==> config.mk <==
export PLATFORM = sky130hd
export DESIGN_NAME = image_rom_streamer_flat
export DESIGN_NICKNAME = d
export VERILOG_FILES = /design/src/rtl/image_rom_streamer_if.sv /design/src/rtl/image_rom_streamer.sv /design/src/flat_wrapper.sv
export SDC_FILE = /design/constraint.sdc
export NUM_CORES = 1
export LEC_CHECK = 0
export CORE_UTILIZATION = 50
export DETAILED_ROUTE_END_ITERATION = 6
export PLACE_DENSITY = 0.78
export SYNTH_ARGS = -nofsm -noshare
export SYNTH_HDL_FRONTEND = slang
export SYNTH_SLANG_ARGS = --single-unit
==> constraint.sdc <==
create_clock -name clk -period 3.6 [get_ports clk]
set_input_delay 0.36 -clock clk [delete_from_list [all_inputs] [get_ports clk]]
set_output_delay 0.36 -clock clk [all_outputs]
set_load 0.01 [all_outputs]
==> src/rtl/image_rom_streamer_if.sv <==
// Pixel-stream / ROM-port bundle for image_rom_streamer.
// master: the streamer itself; slave: the environment (ROM + downstream sink).
interface image_rom_streamer_if;
  logic        start;
  logic        busy;
  logic        done;
  logic [15:0] rom_addr;
  logic [7:0]  rom_data;
  logic [7:0]  pix_data;
  logic        pix_valid;
  logic        pix_ready;
  logic        pix_sof;
  logic        pix_eol;
  logic        pix_eof;

  modport master (
    input  start, rom_data, pix_ready,
    output busy, done, rom_addr, pix_data, pix_valid, pix_sof, pix_eol, pix_eof
  );

  modport slave (
    output start, rom_data, pix_ready,
    input  busy, done, rom_addr, pix_data, pix_valid, pix_sof, pix_eol, pix_eof
  );
endinterface

==> src/rtl/image_rom_streamer.sv <==
// image_rom_streamer: raster-order reader of a synchronous image ROM that
// presents the image as a valid/ready pixel stream with SOF/EOL/EOF markers.
// ROM latency is hidden by a read pipeline feeding a ROM_LAT+2 deep FIFO;
// credit-based issue keeps the FIFO from overflowing under backpressure.
// Optional feature: define STREAM_CONTINUOUS_EN for free-running frames
// (address wraps, no DONE state, busy stays high until rst).
module image_rom_streamer #(
  parameter int IMG_W   = 256,
  parameter int IMG_H   = 256,
  parameter int ROM_LAT = 1
) (
  input logic                  clk,
  input logic                  rst,
  image_rom_streamer_if.master bus
);
  localparam int XW    = $clog2(IMG_W);
  localparam int YW    = $clog2(IMG_H);
  localparam int PW    = XW + YW;        // {y,x} is the linear address
  localparam int DEPTH = ROM_LAT + 2;
  localparam int PTRW  = $clog2(DEPTH);
  localparam int CNTW  = $clog2(DEPTH + 1);

  typedef enum logic [1:0] {S_IDLE, S_RUN, S_DRAIN, S_DONE} state_t;

  typedef struct packed {
    logic [7:0]    data;
    logic [PW-1:0] pos;
  } fifo_ent_t;

  state_t                   r_state, w_next_state;
  logic [PW-1:0]            r_pos;
  logic [15:0]              r_rom_addr;
  logic [ROM_LAT:0]         r_vld_pipe;
  logic [ROM_LAT:0][PW-1:0] r_pos_pipe;
  fifo_ent_t                r_fifo [DEPTH];
  logic [PTRW-1:0]          r_wr_ptr, r_rd_ptr;
  logic [CNTW-1:0]          r_cnt;
  fifo_ent_t                w_head;
  logic                     w_valid, w_pop, w_push, w_hs_eof, w_credit, w_issue;
  logic [3:0]               w_inflight;
`ifdef STREAM_CONTINUOUS_EN
  logic                     r_eof_hs;
`else
  logic                     w_last;
  assign w_last = &r_pos;
`endif

  assign w_head   = r_fifo[r_rd_ptr];
  assign w_valid  = (r_cnt != '0);
  assign w_pop    = w_valid && bus.pix_ready;
  assign w_push   = r_vld_pipe[ROM_LAT];
  assign w_hs_eof = w_pop && (&w_head.pos);

  // Reads in flight: address on the bus plus every pipeline stage up to douta.
  always_comb begin
    w_inflight = '0;
    for (int i = 0; i <= ROM_LAT; i++) w_inflight = w_inflight + 4'(r_vld_pipe[i]);
  end

  // Issue only if every outstanding read still has a FIFO slot; the pixel
  // leaving this cycle frees one, which keeps full rate with ready held high.
  assign w_credit = (4'(r_cnt) + w_inflight) < (4'(DEPTH) + {3'b000, w_pop});
  assign w_issue  = w_credit && ((r_state == S_IDLE && bus.start) || r_state == S_RUN);

  // State register.
  always_ff @(posedge clk or posedge rst) begin
    if (rst) r_state <= S_IDLE;
    else     r_state <= w_next_state;
  end

  // Next-state logic.
  always_comb begin
    w_next_state = r_state;
    case (r_state)
      S_IDLE:  if (bus.start) w_next_state = S_RUN;
`ifdef STREAM_CONTINUOUS_EN
      S_RUN:   w_next_state = S_RUN;
`else
      S_RUN:   if (w_issue && w_last) w_next_state = S_DRAIN;
`endif
      S_DRAIN: if (w_hs_eof) w_next_state = S_DONE;
      S_DONE:  w_next_state = S_IDLE;
      default: w_next_state = S_IDLE;
    endcase
  end

  // Raster position and ROM address; the power-of-two frame wraps to 0 by itself.
  always_ff @(posedge clk or posedge rst) begin
    if (rst) begin
      r_pos      <= '0;
      r_rom_addr <= '0;
    end else if (w_issue) begin
      r_rom_addr <= 16'(r_pos);
      r_pos      <= r_pos + 1'b1;
    end
  end

  // Read pipeline: stage ROM_LAT lines up with the matching douta.
  always_ff @(posedge clk or posedge rst) begin
    if (rst) begin
      r_vld_pipe <= '0;
      r_pos_pipe <= '0;
    end else begin
      r_vld_pipe <= {r_vld_pipe[ROM_LAT-1:0], w_issue};
      r_pos_pipe <= {r_pos_pipe[ROM_LAT-1:0], r_pos};
    end
  end

  // FIFO storage; contents are don't-care until counted valid.
  always_ff @(posedge clk) begin
    if (w_push) r_fifo[r_wr_ptr] <= '{data: bus.rom_data, pos: r_pos_pipe[ROM_LAT]};
  end

  // FIFO pointers and occupancy.
  always_ff @(posedge clk or posedge rst) begin
    if (rst) begin
      r_wr_ptr <= '0;
      r_rd_ptr <= '0;
      r_cnt    <= '0;
    end else begin
      if (w_push) r_wr_ptr <= (r_wr_ptr == PTRW'(DEPTH-1)) ? '0 : r_wr_ptr + 1'b1;
      if (w_pop)  r_rd_ptr <= (r_rd_ptr == PTRW'(DEPTH-1)) ? '0 : r_rd_ptr + 1'b1;
      r_cnt <= r_cnt + CNTW'(w_push) - CNTW'(w_pop);
    end
  end

`ifdef STREAM_CONTINUOUS_EN
  // Frame-complete pulse one cycle after each EOF handshake.
  always_ff @(posedge clk or posedge rst) begin
    if (rst) r_eof_hs <= 1'b0;
    else     r_eof_hs <= w_hs_eof;
  end
`endif

  // Outputs: status from state, stream fields from the FIFO head (zero when empty).
  always_comb begin
    bus.busy      = (r_state != S_IDLE);
`ifdef STREAM_CONTINUOUS_EN
    bus.done      = r_eof_hs;
`else
    bus.done      = (r_state == S_DONE);
`endif
    bus.pix_valid = w_valid;
    bus.pix_data  = w_valid ? w_head.data : '0;
    bus.pix_sof   = w_valid && (w_head.pos == '0);
    bus.pix_eol   = w_valid && (&w_head.pos[XW-1:0]);
    bus.pix_eof   = w_valid && (&w_head.pos);
  end

  assign bus.rom_addr = r_rom_addr;
endmodule
==> src/flat_wrapper.sv <==
// flat-port wrapper written by rule: the top's interface ports become plain ports
module image_rom_streamer_flat 
#(
  parameter int IMG_W   = 256,
  parameter int IMG_H   = 256,
  parameter int ROM_LAT = 1
)
  (clk, rst, bus_start, bus_rom_data, bus_pix_ready, bus_busy, bus_done, bus_rom_addr, bus_pix_data, bus_pix_valid, bus_pix_sof, bus_pix_eol, bus_pix_eof);
  image_rom_streamer_if bus_i ();
  input logic clk;
  input logic rst;
  input wire logic [$bits(bus_i.start)-1:0] bus_start;
  input wire logic [$bits(bus_i.rom_data)-1:0] bus_rom_data;
  input wire logic [$bits(bus_i.pix_ready)-1:0] bus_pix_ready;
  output wire logic [$bits(bus_i.busy)-1:0] bus_busy;
  output wire logic [$bits(bus_i.done)-1:0] bus_done;
  output wire logic [$bits(bus_i.rom_addr)-1:0] bus_rom_addr;
  output wire logic [$bits(bus_i.pix_data)-1:0] bus_pix_data;
  output wire logic [$bits(bus_i.pix_valid)-1:0] bus_pix_valid;
  output wire logic [$bits(bus_i.pix_sof)-1:0] bus_pix_sof;
  output wire logic [$bits(bus_i.pix_eol)-1:0] bus_pix_eol;
  output wire logic [$bits(bus_i.pix_eof)-1:0] bus_pix_eof;
  assign bus_i.start = bus_start;
  assign bus_i.rom_data = bus_rom_data;
  assign bus_i.pix_ready = bus_pix_ready;
  assign bus_busy = bus_i.busy;
  assign bus_done = bus_i.done;
  assign bus_rom_addr = bus_i.rom_addr;
  assign bus_pix_data = bus_i.pix_data;
  assign bus_pix_valid = bus_i.pix_valid;
  assign bus_pix_sof = bus_i.pix_sof;
  assign bus_pix_eol = bus_i.pix_eol;
  assign bus_pix_eof = bus_i.pix_eof;
  image_rom_streamer #(.IMG_W(IMG_W), .IMG_H(IMG_H), .ROM_LAT(ROM_LAT)) u_core (.clk(clk), .rst(rst), .bus(bus_i));
endmodule
==> flow_summary.ini <==
[run_status]
status = complete, no violations

[route]
vias = 3088
drtPass1Iterations = 4
drtIter0Drc = 172
viasPerCell = 5.181
wl_per_cell_microns = 16.57
drc = 0
ant_nets = 0
wirelength_microns = 9876

[synthesis]
yosys_register_bits = 146
yosysWarnings = 0
yosysTopAreaCellShare = 0.3900
synth_edf_count = 72
synth_top_family_by_area = simple AND/OR/NAND/NOR gates
syn_avg_cell_area_sq_um = 14.48
ys_types = 37
yosys-top-cells-area = edfxtp_1, dfrtp_1, mux2i_1, nand2_1, mux2_2
synthSimpleGateAreaFrac = 0.09953
synthesis.area_sq_mm = 0.005544
ys_seq_area_frac = 0.7240
synthMuxAreaShare = 0.07583
synth_flop_cell = dfrtp_1
async_flop_share = 0.5068
synthXorXnorAreaFrac = 0.02686
syn_inst = 383
synthAdderAreaFrac = 0.03069
synth_compound_area_frac = 0.02528
syn-num-nets = 408
netlist.top_cell.by_area = edfxtp_1

[power]
vdd_drop_max_mv = 0.4065
power_mw = 5.790
p_leak_nw = 2.723
power.density_mw_per_mm2 = 855.1

[setup_path]
max_stage_delay_ns = 0.72
reg2reg_to = u_core.r_pos[14]
r2r-start = u_core.r_vld_pipe[1]
path_buf_inv = 2
worstPathArrival_ns = 3.02
crit_path_start_kind = flop
cp-end-kind = output port
path_cells = buf_4, mux2i_1, nand4_1, nor4_1, and4_1, clkdlybuf4s50_1
worstPathMaxFanout = 12
r2r_setup_slack_ns = 0.23
crit_required_ns = 3.24
cp_top_family = buffers and inverters
path_class = reg -> out
cp_slowest_cell = dfrtp_1
reg2reg_depth = 10

[final_layout]
fin_cells = 596
multi_input_area_sq_mm = 0.001444
final.fill_count = 792
area_delta_synth_final_pct = 22.14
regArea_sq_mm = 0.004015
drive_gt1_frac = 0.1491
final_cell_mix = dfrtp_1, edfxtp_1, nand2_1, clkdlybuf4s50_1, nor2_1
final_common_cell = dfrtp_1
nNetsFinal = 468
diodes = 0

[grt]
antenna_found_initial = 0
grt_pass1_wl_microns = 16390
overflow = 0
gr-usage-all-layers = 0.1945
grt_max_degree = 69
grt_pass1_vias = 3226

[floorplan]
fp.dieW_microns = 107.3
coreArea_sq_mm = 0.01084
num_io_pins = 42
initial_core_util = 0.5114
dieArea_sq_mm = 0.01151
die_h_microns = 107.3
rows = 38

[timing]
fin_skew_ns = 0.005902
rsz0062_at_grt = false
holdWs_ns = 0.03975
layout_setup_ws_ns = 0.2192
tns_ns = 0
finalCritPeriodShare = 0.9391
fmax_mhz = 295.8
hold_violations = 0
maxSlewHeadroom = 0.4593
setup_viol = 0
fin_crit_ns = 3.381
maxSlewViolCount = 0
worstMarginPinSlew_ns = 0.8110

[placed_design]
dp.cells = 564
hpwlAfterDp_microns = 5902
pre_cts_slack_ns = 0.2493
port_buffers = 41
gp_congestion = 0.7716

[cts]
cts_max_path_buffers = 2
clkLatencyLatePin_ns = 0.52
postCtsHoldBufs = 0
htree_num_levels = 4
cts_tree = built
post-cts-setup-buffers = 0
cts_num_sinks = 146
path_clk_slew_ns = 0.06
ctsResizeCount = 0
cts_buffers = 17
clk_root_buffer_cell = clkbuf_8

[job]
drv_cap = 0

[worst_hold_path]
hold_path_class = in -> async
-- sequential cells by signal, summed over array words and instances, names as in the netlist --
register / flops
u_core.r_pos: 16
u_core.r_cnt: 2
u_core.r_pos_pipe: 32
u_core.r_vld_pipe: 2
u_core.r_fifo: 72
u_core.r_wr_ptr: 2
u_core.bus.rom_addr: 16
u_core.r_state: 2
u_core.r_rd_ptr: 2
-- metal layers --
layer  wire length [microns]  global-route usage
met1                    4283              0.2450
met2                    5010              0.3189
met3                     444             0.05448
met4                     138             0.07926
met5                       0                   0
-- synth_stat cells, types with 2 or more instances --
master,n
dfrtp_1,74
edfxtp_1,72
nand2_1,56
nor2_1,27
mux2i_1,24
mux2_2,16
ha_1,12
xnor2_1,12
inv_1,11
a21oi_1,9
nand4_1,7
nor4_1,7
o21ai_0,7
buf_2,6
nor3_1,5
xor2_1,5
a21o_1,3
buf_1,3
clkbuf_1,3
nand3_1,3
and3_1,2
or2_2,2
or3_1,2
or4_1,2
-- how the worst max path moves through the flow --
| stage | cells past startpoint | endpoint | from | slack (ns) |
|---|---|---|---|---|
| floorplan | 12 | u_core.r_pos[13] | u_core.r_vld_pipe[0] | 0.42 |
| global placement | 10 | u_core.r_pos[14] | u_core.r_vld_pipe[1] | 0.44 |
| detailed placement | 10 | u_core.r_pos[14] | u_core.r_vld_pipe[1] | 0.25 |
| CTS | 6 | bus_pix_sof | u_core.r_rd_ptr[0] | 0.06 |
| global route | 6 | bus_pix_sof | u_core.r_rd_ptr[1] | 0.02 |
| finish | 6 | bus_pix_sof | u_core.r_rd_ptr[1] | 0.22 |
-- stage by stage --
stage / util / instance area [sq um]
after floorplan: - / 5544
after global placement: 0.5701 / 6180
after detailed placement: 0.5701 / 6180
after CTS: 0.6245 / 6770
after global routing: 0.6247 / 6771
final: 0.6247 / 6771
-- cell type report --
type | count | share of cell area
clock buffer | 21 | 0.06338
tap | 140 | 0.02587
multi-input combinational | 213 | 0.2132
clock inverter | 11 | 0.02384
inverter | 12 | 0.006837
sequential | 146 | 0.5929
timing repair buffer | 53 | 0.07391
-- report_power, final --
group          internal [mW]  leakage, nW  switching (mW)
Clock                   1.12        0.281           0.635
Combinational          0.756        0.899           0.883
Sequential              2.14         1.54           0.253
Total                   4.02         2.72            1.77
-- logic make-up (layout without fill, tap and decap cells) --
group,count (synthesis),after routing
adders and majority gates,13,13
buffers and inverters,24,97
DFF,146,146
muxes,40,40
xor gates and xnor gates,17,17
and+or+nand+nor,120,120
AOI/OAI and AO/OA,23,23
No activity file was read; power rests on OpenSTA's default activity.
